[src/rtl/button_tick_gen.sv]
// Debounces four push-buttons and turns "any button held" into a single-cycle
// step pulse with a long initial hold delay followed by periodic auto-repeat.
module button_tick_gen #(
  parameter int DB_CYCLES     = 500000,
  parameter int HOLD_CYCLES   = 25000000,
  parameter int REPEAT_CYCLES = 5000000
) (
  input  logic clk,
  input  logic rst,
  input  logic btn_up,
  input  logic btn_down,
  input  logic btn_left,
  input  logic btn_right,
  output logic up,
  output logic down,
  output logic left,
  output logic right,
  output logic tick_cycle
);

  localparam int DB_W = (DB_CYCLES > 1) ? $clog2(DB_CYCLES) : 1;
  localparam int TMAX = (HOLD_CYCLES > REPEAT_CYCLES) ? HOLD_CYCLES : REPEAT_CYCLES;
  localparam int TW   = (TMAX > 1) ? $clog2(TMAX) : 1;

  localparam logic [DB_W-1:0] DB_LAST     = DB_W'(DB_CYCLES - 1);
  localparam logic [TW-1:0]   HOLD_LAST   = TW'(HOLD_CYCLES - 1);
  localparam logic [TW-1:0]   REPEAT_LAST = TW'(REPEAT_CYCLES - 1);

  typedef enum logic [1:0] {IDLE, HOLD, REPEAT} state_e;

  // Bit order everywhere: [0]=up, [1]=down, [2]=left, [3]=right
  logic [3:0] rawBtn;
  logic [3:0] syncA_q, syncB_q;
  logic [3:0] stable_q, stable_d;
  logic [3:0] level_q;
  logic [DB_W-1:0] debCnt_q [4];
  logic [DB_W-1:0] debCnt_d [4];

  state_e        state_q, state_d;
  logic [TW-1:0] timer_q, timer_d;
  logic          tick_q, tick_d;
  logic          anyHeld;

  assign rawBtn = {btn_right, btn_left, btn_down, btn_up};

  always_comb begin
    stable_d = stable_q;
    for (int i = 0; i < 4; i++) begin
      debCnt_d[i] = '0;
      if (syncB_q[i] != stable_q[i]) begin
        if (debCnt_q[i] == DB_LAST) begin
          stable_d[i] = syncB_q[i];
        end else begin
          debCnt_d[i] = debCnt_q[i] + DB_W'(1);
        end
      end
    end
  end

  always_ff @(posedge clk or negedge rst) begin
    if (!rst) begin
      syncA_q  <= '0;
      syncB_q  <= '0;
      stable_q <= '0;
      level_q  <= '0;
      for (int i = 0; i < 4; i++) begin
        debCnt_q[i] <= '0;
      end
    end else begin
      syncA_q  <= rawBtn;
      syncB_q  <= syncA_q;
      stable_q <= stable_d;
      level_q  <= stable_q;
      for (int i = 0; i < 4; i++) begin
        debCnt_q[i] <= debCnt_d[i];
      end
    end
  end

  // Release is tested before the timer so a due tick is dropped when any falls
  assign anyHeld = |level_q;

  always_comb begin
    state_d = state_q;
    timer_d = timer_q;
    tick_d  = 1'b0;
    case (state_q)
      IDLE: begin
        if (anyHeld) begin
          tick_d  = 1'b1;
          timer_d = '0;
          state_d = HOLD;
        end
      end
      HOLD: begin
        if (!anyHeld) begin
          timer_d = '0;
          state_d = IDLE;
        end else if (timer_q == HOLD_LAST) begin
          tick_d  = 1'b1;
          timer_d = '0;
          state_d = REPEAT;
        end else begin
          timer_d = timer_q + TW'(1);
        end
      end
      REPEAT: begin
        if (!anyHeld) begin
          timer_d = '0;
          state_d = IDLE;
        end else if (timer_q == REPEAT_LAST) begin
          tick_d  = 1'b1;
          timer_d = '0;
        end else begin
          timer_d = timer_q + TW'(1);
        end
      end
      default: begin
        timer_d = '0;
        state_d = IDLE;
      end
    endcase
  end

  always_ff @(posedge clk or negedge rst) begin
    if (!rst) begin
      state_q <= IDLE;
      timer_q <= '0;
      tick_q  <= 1'b0;
    end else begin
      state_q <= state_d;
      timer_q <= timer_d;
      tick_q  <= tick_d;
    end
  end

  assign up         = level_q[0];
  assign down       = level_q[1];
  assign left       = level_q[2];
  assign right      = level_q[3];
  assign tick_cycle = tick_q;

endmodule

[config.mk]
export PLATFORM = sky130hd
export DESIGN_NAME = button_tick_gen
export DESIGN_NICKNAME = d
export VERILOG_FILES = /design/src/rtl/button_tick_gen.sv
export SDC_FILE = /design/constraint.sdc
export NUM_CORES = 1
export LEC_CHECK = 0
export BUFFER_PORTS_ARGS = -buffer_cell sky130_fd_sc_hd__buf_2
export CORE_MARGIN = 2
export CORE_UTILIZATION = 55
export CTS_CLUSTER_DIAMETER = 100
export DETAILED_ROUTE_END_ITERATION = 8
export GPL_TIMING_DRIVEN = 0
export PLACE_DENSITY = 0.71
export SLEW_MARGIN = 20
export SYNTH_ARGS = -nofsm -noshare
export SYNTH_HDL_FRONTEND = slang
export SYNTH_SLANG_ARGS = --single-unit
[constraint.sdc]
create_clock -name clk -period 2.7 [get_ports clk]
set_clock_uncertainty 0.2 [all_clocks]
set_input_delay 0.405 -clock clk [delete_from_list [all_inputs] [get_ports clk]]
set_output_delay 0.405 -clock clk [all_outputs]
set_load 0.01 [all_outputs]
# Word-level counts from Yosys, hierarchy flattened
# Cells that the tools add are included.
# Widths: inputs -> output; s select.
totals:
  output_inout_bits: 5
  inputBits: 6
  ff_bits: 120
op_classes:
  n_eq_ne: 15
  n_reduce_logical: 7
  mux: 25
  addsub: 5
op_table:
  columns: ["cell", "count"]
  rows:
  - ["$mux 19", 8]
  - ["$mux 25", 5]
  - ["$add 19x1->19 const B", 4]
  - ["$eq 19x19->1 const B", 4]
  - ["$pmux 25 s3", 1]
  - ["$add 25x1->25 const B", 1]
  - ["$eq 25x23->1 const B", 1]
  - ["$eq 25x25->1 const B", 1]
  - ["$mux 2", 4]
  - ["$reduce_and 2->1", 4]
  - ["$pmux 2 s3", 1]
  - ["$mux 1", 5]
  - ["$ne 1x1->1", 4]
  - ["$ne 2x2->1 const B", 2]
  - ["$reduce_or 4->1", 1]
  - ["$ne 3x3->1 const B", 1]
  - ["$pmux 1 s3", 1]
  - ["$reduce_and 3->1", 1]
  - ["$eq 2x1->1 const B", 1]
  - ["$eq 2x2->1 const B", 1]
  - ["$logic_not 2->1", 1]

# Depth between registers and ports, before layout
# Gate-level depths: netlist of the first run.
depth:
  ltp_word: 4
  depth_mapped: 8

# Least setup slack after synthesis of the first run
# Ideal clock, no wire load.
synth_path:
  path_kind: "flip-flop to flip-flop"
  start: "register timer_q[16]"
  end: "register timer_q[13]"
  slack_ps: 205
  stages_incl_launch_ff: 8
  arrival_ps: 2151
  cell_sequence: "dfrtp_1 -> or4_1 -> or4_4 -> o31ai_4 -> a21o_1 -> buf_6 -> buf_12 -> a21oi_2"
synth_between:
  elab_chain_cells: 4
  elab_cells_between_ends: 7
  cone_classes: "eq/ne (2); mux (5)"
synth_lines:
  columns: ["element", "line", "rtl"]
  rows:
  - ["from (decl)", "40", "logic [TW-1:0] timer_q, timer_d;"]
  - ["from (signal assigned)", "132", "timer_q <= timer_d;"]
  - ["$eq 25x23->1 / $eq 25x25->1 (equally long branches)", "111, 99", null]
  - ["$mux 25, on equally long branches", "111, 99", null]
  - ["$mux 25, on equally long branches", "108, 96", null]
  - ["$pmux 25 s3 (*)", "87", "case (state_q)"]
# Mark *: on every way between the ends. The rest lies on a longest branch, timed or not.
# A chain may end at the register's enable or synchronous reset.

# Worst setup path in the final report of the first run
layout_path:
  start: "register timer_q[16]"
  end: "register timer_q[22]"
layout_between:
  elab_chain_cells: 4
  elab_cells_between_ends: 8
  cone_classes: "add/sub (1); eq/ne (2); mux (5)"
layout_lines:
  columns: ["element", "line"]
  rows:
  - ["$add 25x1->25 (tied with other cells)", "104, 115"]
  - ["$mux 25, on equally long branches", "111, 99"]
  - ["$mux 25, on equally long branches", "108, 96"]
  - ["$pmux 25 s3 (*)", "87"]
# Marks and branches as above.

==> results of run 1 <==
cell families after synthesis:
kind of cell	after synthesis	share of synthesized area (%)
fa+ha+maj	9	1.91
simple gates	289	24.4
mux	5	0.933
compound gates	45	6.19
flops	120	50.9
xor+xnor	88	13.1
buf+inv	34	2.57
Yosys cell counts, drive strengths merged:
library cell / n / area (um^2)
dfrtp: 120 / 3000
nand4: 24 / 150
a311o: 1 / 10.0
nor2b: 3 / 18.8
a22o: 1 / 8.76
o221ai: 1 / 8.76
o21ai: 5 / 25.0
and4: 10 / 87.6
xor2: 33 / 289
a2111oi: 1 / 8.76
nand2b: 4 / 25.0
nor4b: 3 / 26.3
mux2: 4 / 45.0
or4b: 1 / 10.0
clkbuf: 15 / 56.3
a21o: 4 / 30.0
nor4: 15 / 93.8
a221oi: 3 / 26.3
mux2i: 1 / 10.0
xnor2: 55 / 482
buf: 2 / 31.3
a211oi: 3 / 27.5
a22oi: 1 / 7.51
a21boi: 2 / 15.0
and2: 6 / 37.5
o21a: 1 / 7.51
ha: 9 / 113
o31ai: 2 / 42.5
and3: 8 / 50.1
nand2: 46 / 173
a21oi: 18 / 128
or3: 6 / 37.5
o211a: 1 / 10.0
nor4bb: 2 / 20.0
nand3b: 2 / 15.0
inv: 17 / 63.8
nand3: 34 / 170
a221o: 1 / 10.0
or2: 5 / 31.3
nor3: 21 / 105
or4: 4 / 33.8
nor2: 95 / 357
final timing paths:
| check | startpoint | to | slack [ns] |
|---|---|---|---|
| min reg2reg | syncA_q[2]$_DFF_PN0_ | syncB_q[2]$_DFF_PN0_ | 0.15 |
| max | timer_q[16]$_DFFE_PN0P_ | timer_q[22]$_DFFE_PN0P_ | 0.1 |
| min | syncA_q[2]$_DFF_PN0_ | syncB_q[2]$_DFF_PN0_ | 0.15 |
| max in group asynchronous | rst | debCnt_q[73]$_DFF_PN0_ | 1.40 |
| max reg2reg | timer_q[16]$_DFFE_PN0P_ | timer_q[22]$_DFFE_PN0P_ | 0.1 |
| min in group asynchronous | rst | debCnt_q[54]$_DFF_PN0_ | 0.22 |
critical path, cell delays in order, from the launching register on:
cell and delay [ns]:
dfrtp_1 0.39, or4_1 0.54, or4_4 0.52, o31ai_4 0.27, a21o_1 0.17, buf_6 0.14
buf_12 0.15, a21oi_2 0.06
flip-flops by register name, indices dropped and copies added (netlist names):
register,count
syncB_q,4
level_q,4
state_q,2
timer_q,25
stable_q,4
debCnt_q,76
syncA_q,4
tick_cycle,1
per-layer routing:
| layer | part of all wire [%] | up-vias | global-route usage (%) |
|---|---|---|---|
| met5 | 0 | - | 0 |
| met3 | 3.9 | 16 | 5.63 |
| li1 | - | 2128 | - |
| met1 | 47 | 2092 | 30.1 |
| met2 | 47 | 80 | 34.8 |
| met4 | 1.2 | 0 | 8.70 |
power groups by stage:
stage                     Clock [mW]  Sequential (mW)  Combinational [mW]
after CTS                       2.10             1.84               0.107
after detailed placement           0             1.87               0.100
after global routing            2.19             1.84               0.121
final                           2.07             1.84               0.104
after global placement             0             1.87              0.0915
after floorplan                    0             1.87              0.0437
through the flow:
| stage | setup TNS [ns] | cell area [um^2] | total power [mW] |
|---|---|---|---|
| 5_1_grt | 0 | 6830 | 4.15 |
| 6_report | 0 | 6830 | 4.01 |
| 2_1_floorplan | 0 | 5900 | 1.91 |
| 3_5_place_dp | -0.252 | 6150 | 1.97 |
| 4_1_cts | 0 | 6780 | 4.05 |
| 3_3_place_gp | -52.09 | 6120 | 1.96 |
area by class of cell:
cell class,count,share of cell area (%)
Timing Repair Buffer,21,2.69
Sequential cell,120,44.0
Clock buffer,18,6.26
Inverter,17,0.934
Clock inverter,14,1.85
Multi-Input combinational cell,436,40.5
Tap cell,136,2.49
Buffer,17,1.36
timing repair:
action                     in CTS  in global routing
hold buffers                    5                  0
resized for setup               1                  9
pin swaps                       1                  2
setup endpoints to repair      20                 52
buffers inserted                3                  2
hold endpoints to repair       62                  0
==> impl_metrics.ini, run 1 <==
[layout]
layout_commonest_cell = dfrtp_1
nets = 645
num_antenna_cells = 0
multi_input_area_um2 = 2760
fin_util_pct = 65.9
layout.cells.non_filler = 779
synthToLayoutAreaGrowth_pct = 15.8
sequential_cell_area_um2 = 3000
mostFrequentLayoutCells = dfrtp_1, nor2_1, xnor2_1, nand2_1, nand3_1
final_layout_size_suffix_gt1_share_pct = 12.4
fillers = 841

[clock_network]
cts.sinks = 120
cts-root-buf = clkbuf_8
cts_max_level = 4
cts_buffer_depth = 2
clock_latency_ns = 0.52
cts_tree = built
path_clk_slew_ns = 0.06
cts_buffers = 17

[sta]
worstMarginPinSlew_ns = 0.765
fmax_ghz = 0.384
slew_headroom_pct = 48.9
finalCriticalPeriod_ns = 2.60
fin_crit_sh_pct = 96.4
layout_setup_ws_ns = 0.0971
rsz0062_at_grt = false
finalHoldViolCount = 0
maxSlewViolCount = 0
setup_viol = 0
whs_ns = 0.149

[pwr]
p_sw_share_pct = 22.8
power_density_nw_per_um2 = 587
p_seq_share_pct = 45.9
ir_worst_vdd_v = 0.000388
combPwrFrac_pct = 2.6
power_switching_uw = 913
power.share.clock_pct = 51.6
leakage_nw = 2.83
p_int_mw = 3.10

[setup_path]
worstSetupPathType = reg2reg
required_ns = 2.87
start_kind = flip-flop
rr_worst_depth = 7
cp-end-kind = flip-flop
crit_fanout = 10
worst_ep_arrival_time_ns = 2.78

[floorplanning]
coreArea_um2 = 10400
io-pin-count = 11
start_util_pct = 56.9
die_h_um = 108
dieArea_um2 = 11600
rows = 37
die_w_um = 108

[routing]
dr.pass1.iters = 4
vias = 4316
viasPerCell = 5.54
drc = 0
totalWireLength_um = 11500
dr.first_iter.drc_count = 262
antenna_left = 0
wl_per_cell_um = 14.8

[yosys]
synthCells = 590
syn_area_um2 = 5900
synth.avg_cell_area_um2 = 10.0
yosys_warnings = 0
yosysUniqueCellTypes = 48
synth_seq_cells = 120
synth_nets = 605
ys_seq_area_share_pct = 50.9

[global_route]
grt_max_degree = 63
grt_pass1_vias = 4269
grt_use_total_pct = 22.3
gr-total-overflow = 0
antenna_found_initial = 0
grt_pass1_wl_um = 20200

[placement]
place_congestion = 0.836
place_ws_ns = -0.0329
numPlacedInstances = 737
dpl.hpwl_um = 7570
io_buffers = 10

[outcome]
status = completed

[run]
maxCapViolations = 0

[hold_path]
worstHoldPathType = reg2reg
min_path_cells = 0
Power figures use the tool's default switching activity.
==> run 2, diff against run 1 <==
PLACE_DENSITY = 0.77   (was 0.71)
clock period = 3.2 ns   (was 2.7 ns; I/O delays follow)
==> impl_metrics.ini, run 2 (synthesis results as in run 1) <==
[setup_path]
path_cells = or4_1 -> or4_4 -> o31ai_4 -> a21o_1 -> buf_6 -> buf_12 -> a21oi_2
crit_cells = 7
cp_slowest_cell = or4_1
cp-end-kind = flip-flop
ff2ff_setup_slack_ns = 0.43
required_ns = 3.38
cp_top_family = simple AND/OR/NAND/NOR gates
max_stage_delay_ns = 0.57
crit_fanout = 10
rr_worst_depth = 7
critPathBufInv = 2
worstSetupPathType = reg2reg
start_kind = flip-flop
worst_ep_arrival_time_ns = 2.94

[clock_network]
cts_hold_buf = 5
cts-root-buf = clkbuf_8
path_clk_slew_ns = 0.06
clock_latency_ns = 0.52
cts_max_level = 4
cts.sinks = 120
cts_tree = built
cts_buffers = 17
cts_setup_buffers = 0
cts_resized = 0
cts_buffer_depth = 2

[sta]
setup_viol = 0
worstMarginPinSlew_ns = 0.900
finalCriticalPeriod_ns = 2.77
fin_crit_sh_pct = 86.5
final.setup.tns_ns = 0
slew_headroom_pct = 39.4
fmax_ghz = 0.361
maxSlewViolCount = 0
rsz0062_at_grt = false
finalHoldViolCount = 0

[floorplanning]
die_h_um = 108
die_w_um = 108
start_util_pct = 56.9
io-pin-count = 11
coreArea_um2 = 10400
rows = 37
dieArea_um2 = 11600

[placement]
placed_cell_area_um2 = 6150
place_congestion = 0.853
dpl.hpwl_um = 7480
io_buffers = 10

[routing]
dr.pass1.iters = 4
viasPerCell = 5.59
dr.first_iter.drc_count = 268
totalWireLength_um = 11100
drc = 0
vias = 4324
antenna_left = 0
wl_per_cell_um = 14.4

[global_route]
grt_pass1_wl_um = 19700
antenna_found_initial = 0
grt_use_total_pct = 21.6
grt_max_degree = 70
grt_pass1_vias = 4261
gr-total-overflow = 0

[layout]
largest_register_ffs = 76
final_layout_size_suffix_gt1_share_pct = 10.5
mostFrequentLayoutCells = dfrtp_1, nor2_1, xnor2_1, nand2_1, nand3_1
nets = 640
synthToLayoutAreaGrowth_pct = 15.2
layout_commonest_cell = dfrtp_1
fillers = 811
num_antenna_cells = 0
fin_util_pct = 65.6
largest-register = debCnt_q
stdcell_area_um2 = 6800
reg_top3 = debCnt_q (76), timer_q (25)

[outcome]
status = completed

[pwr]
ir_worst_vdd_v = 0.000432
leakage_nw = 2.82
power_mw = 3.53
power_density_nw_per_um2 = 520

[hold_path]
worstHoldPathType = reg2reg
min_path_cells = 0

[run]
maxCapViolations = 0
[run 2: layer usage]
metal  share of wire [%]  up-vias  global-route usage (%)
met5                   0        -                       0
met3                 3.4       12                    5.87
met4                 1.2        0                    8.61
li1                    -     2118                       -
met1                  45     2136                    27.5
met2                  50       58                    35.0
[run 2: through the flow]
| stage | cells | hold slack (ns) | worst slack (ns) |
|---|---|---|---|
| 3_3_place_gp | 736 | 0.134 | 0.0431 |
| 3_5_place_dp | 737 | 0.135 | 0.474 |
| 6_report | 774 | 0.146 | 0.433 |
| 2_1_floorplan | 590 | -0.0156 | 0.705 |
| 5_1_grt | 774 | 0.157 | 0.299 |
| 4_1_cts | 774 | 0.148 | 0.443 |
[run 2: worst paths after layout]
| kind | startpoint | endpoint |
|---|---|---|
| max in group asynchronous | rst | debCnt_q[68]$_DFF_PN0_ |
| min in group asynchronous | rst | debCnt_q[49]$_DFF_PN0_ |
| max | timer_q[16]$_DFFE_PN0P_ | timer_q[13]$_DFFE_PN0P_ |
| min | syncA_q[2]$_DFF_PN0_ | syncB_q[2]$_DFF_PN0_ |
| max reg2reg | timer_q[16]$_DFFE_PN0P_ | timer_q[13]$_DFFE_PN0P_ |
| min reg2reg | syncA_q[2]$_DFF_PN0_ | syncB_q[2]$_DFF_PN0_ |
[run 2: area by class of cell]
class | instances | area [um^2] | area share, %
sequential | 120 | 3000 | 44.2
multi-input combinational | 436 | 2750 | 40.4
clock buffer | 20 | 445 | 6.55
tap | 136 | 170 | 2.50
clock inverter | 12 | 149 | 2.19
timing repair buffer | 16 | 134 | 1.97
buffer | 17 | 87.6 | 1.29
inverter | 17 | 63.8 | 0.939
[run 2: where the power goes]
group	leakage [nW]	switching [mW]	internal, mW	total (mW)
Clock	0.295	0.671	1.22	1.89
Sequential	1.65	0.0160	1.54	1.55
Combinational	0.880	0.0586	0.0277	0.0863
Total	2.82	0.745	2.79	3.53
[run 2: worst register-to-register path, stage by stage, from the launching register on]
cell	delay [ns]
dfrtp_1	0.43
or4_1	0.57
or4_4	0.53
o31ai_4	0.34
a21o_1	0.19
buf_6	0.15
buf_12	0.15
a21oi_2	0.06
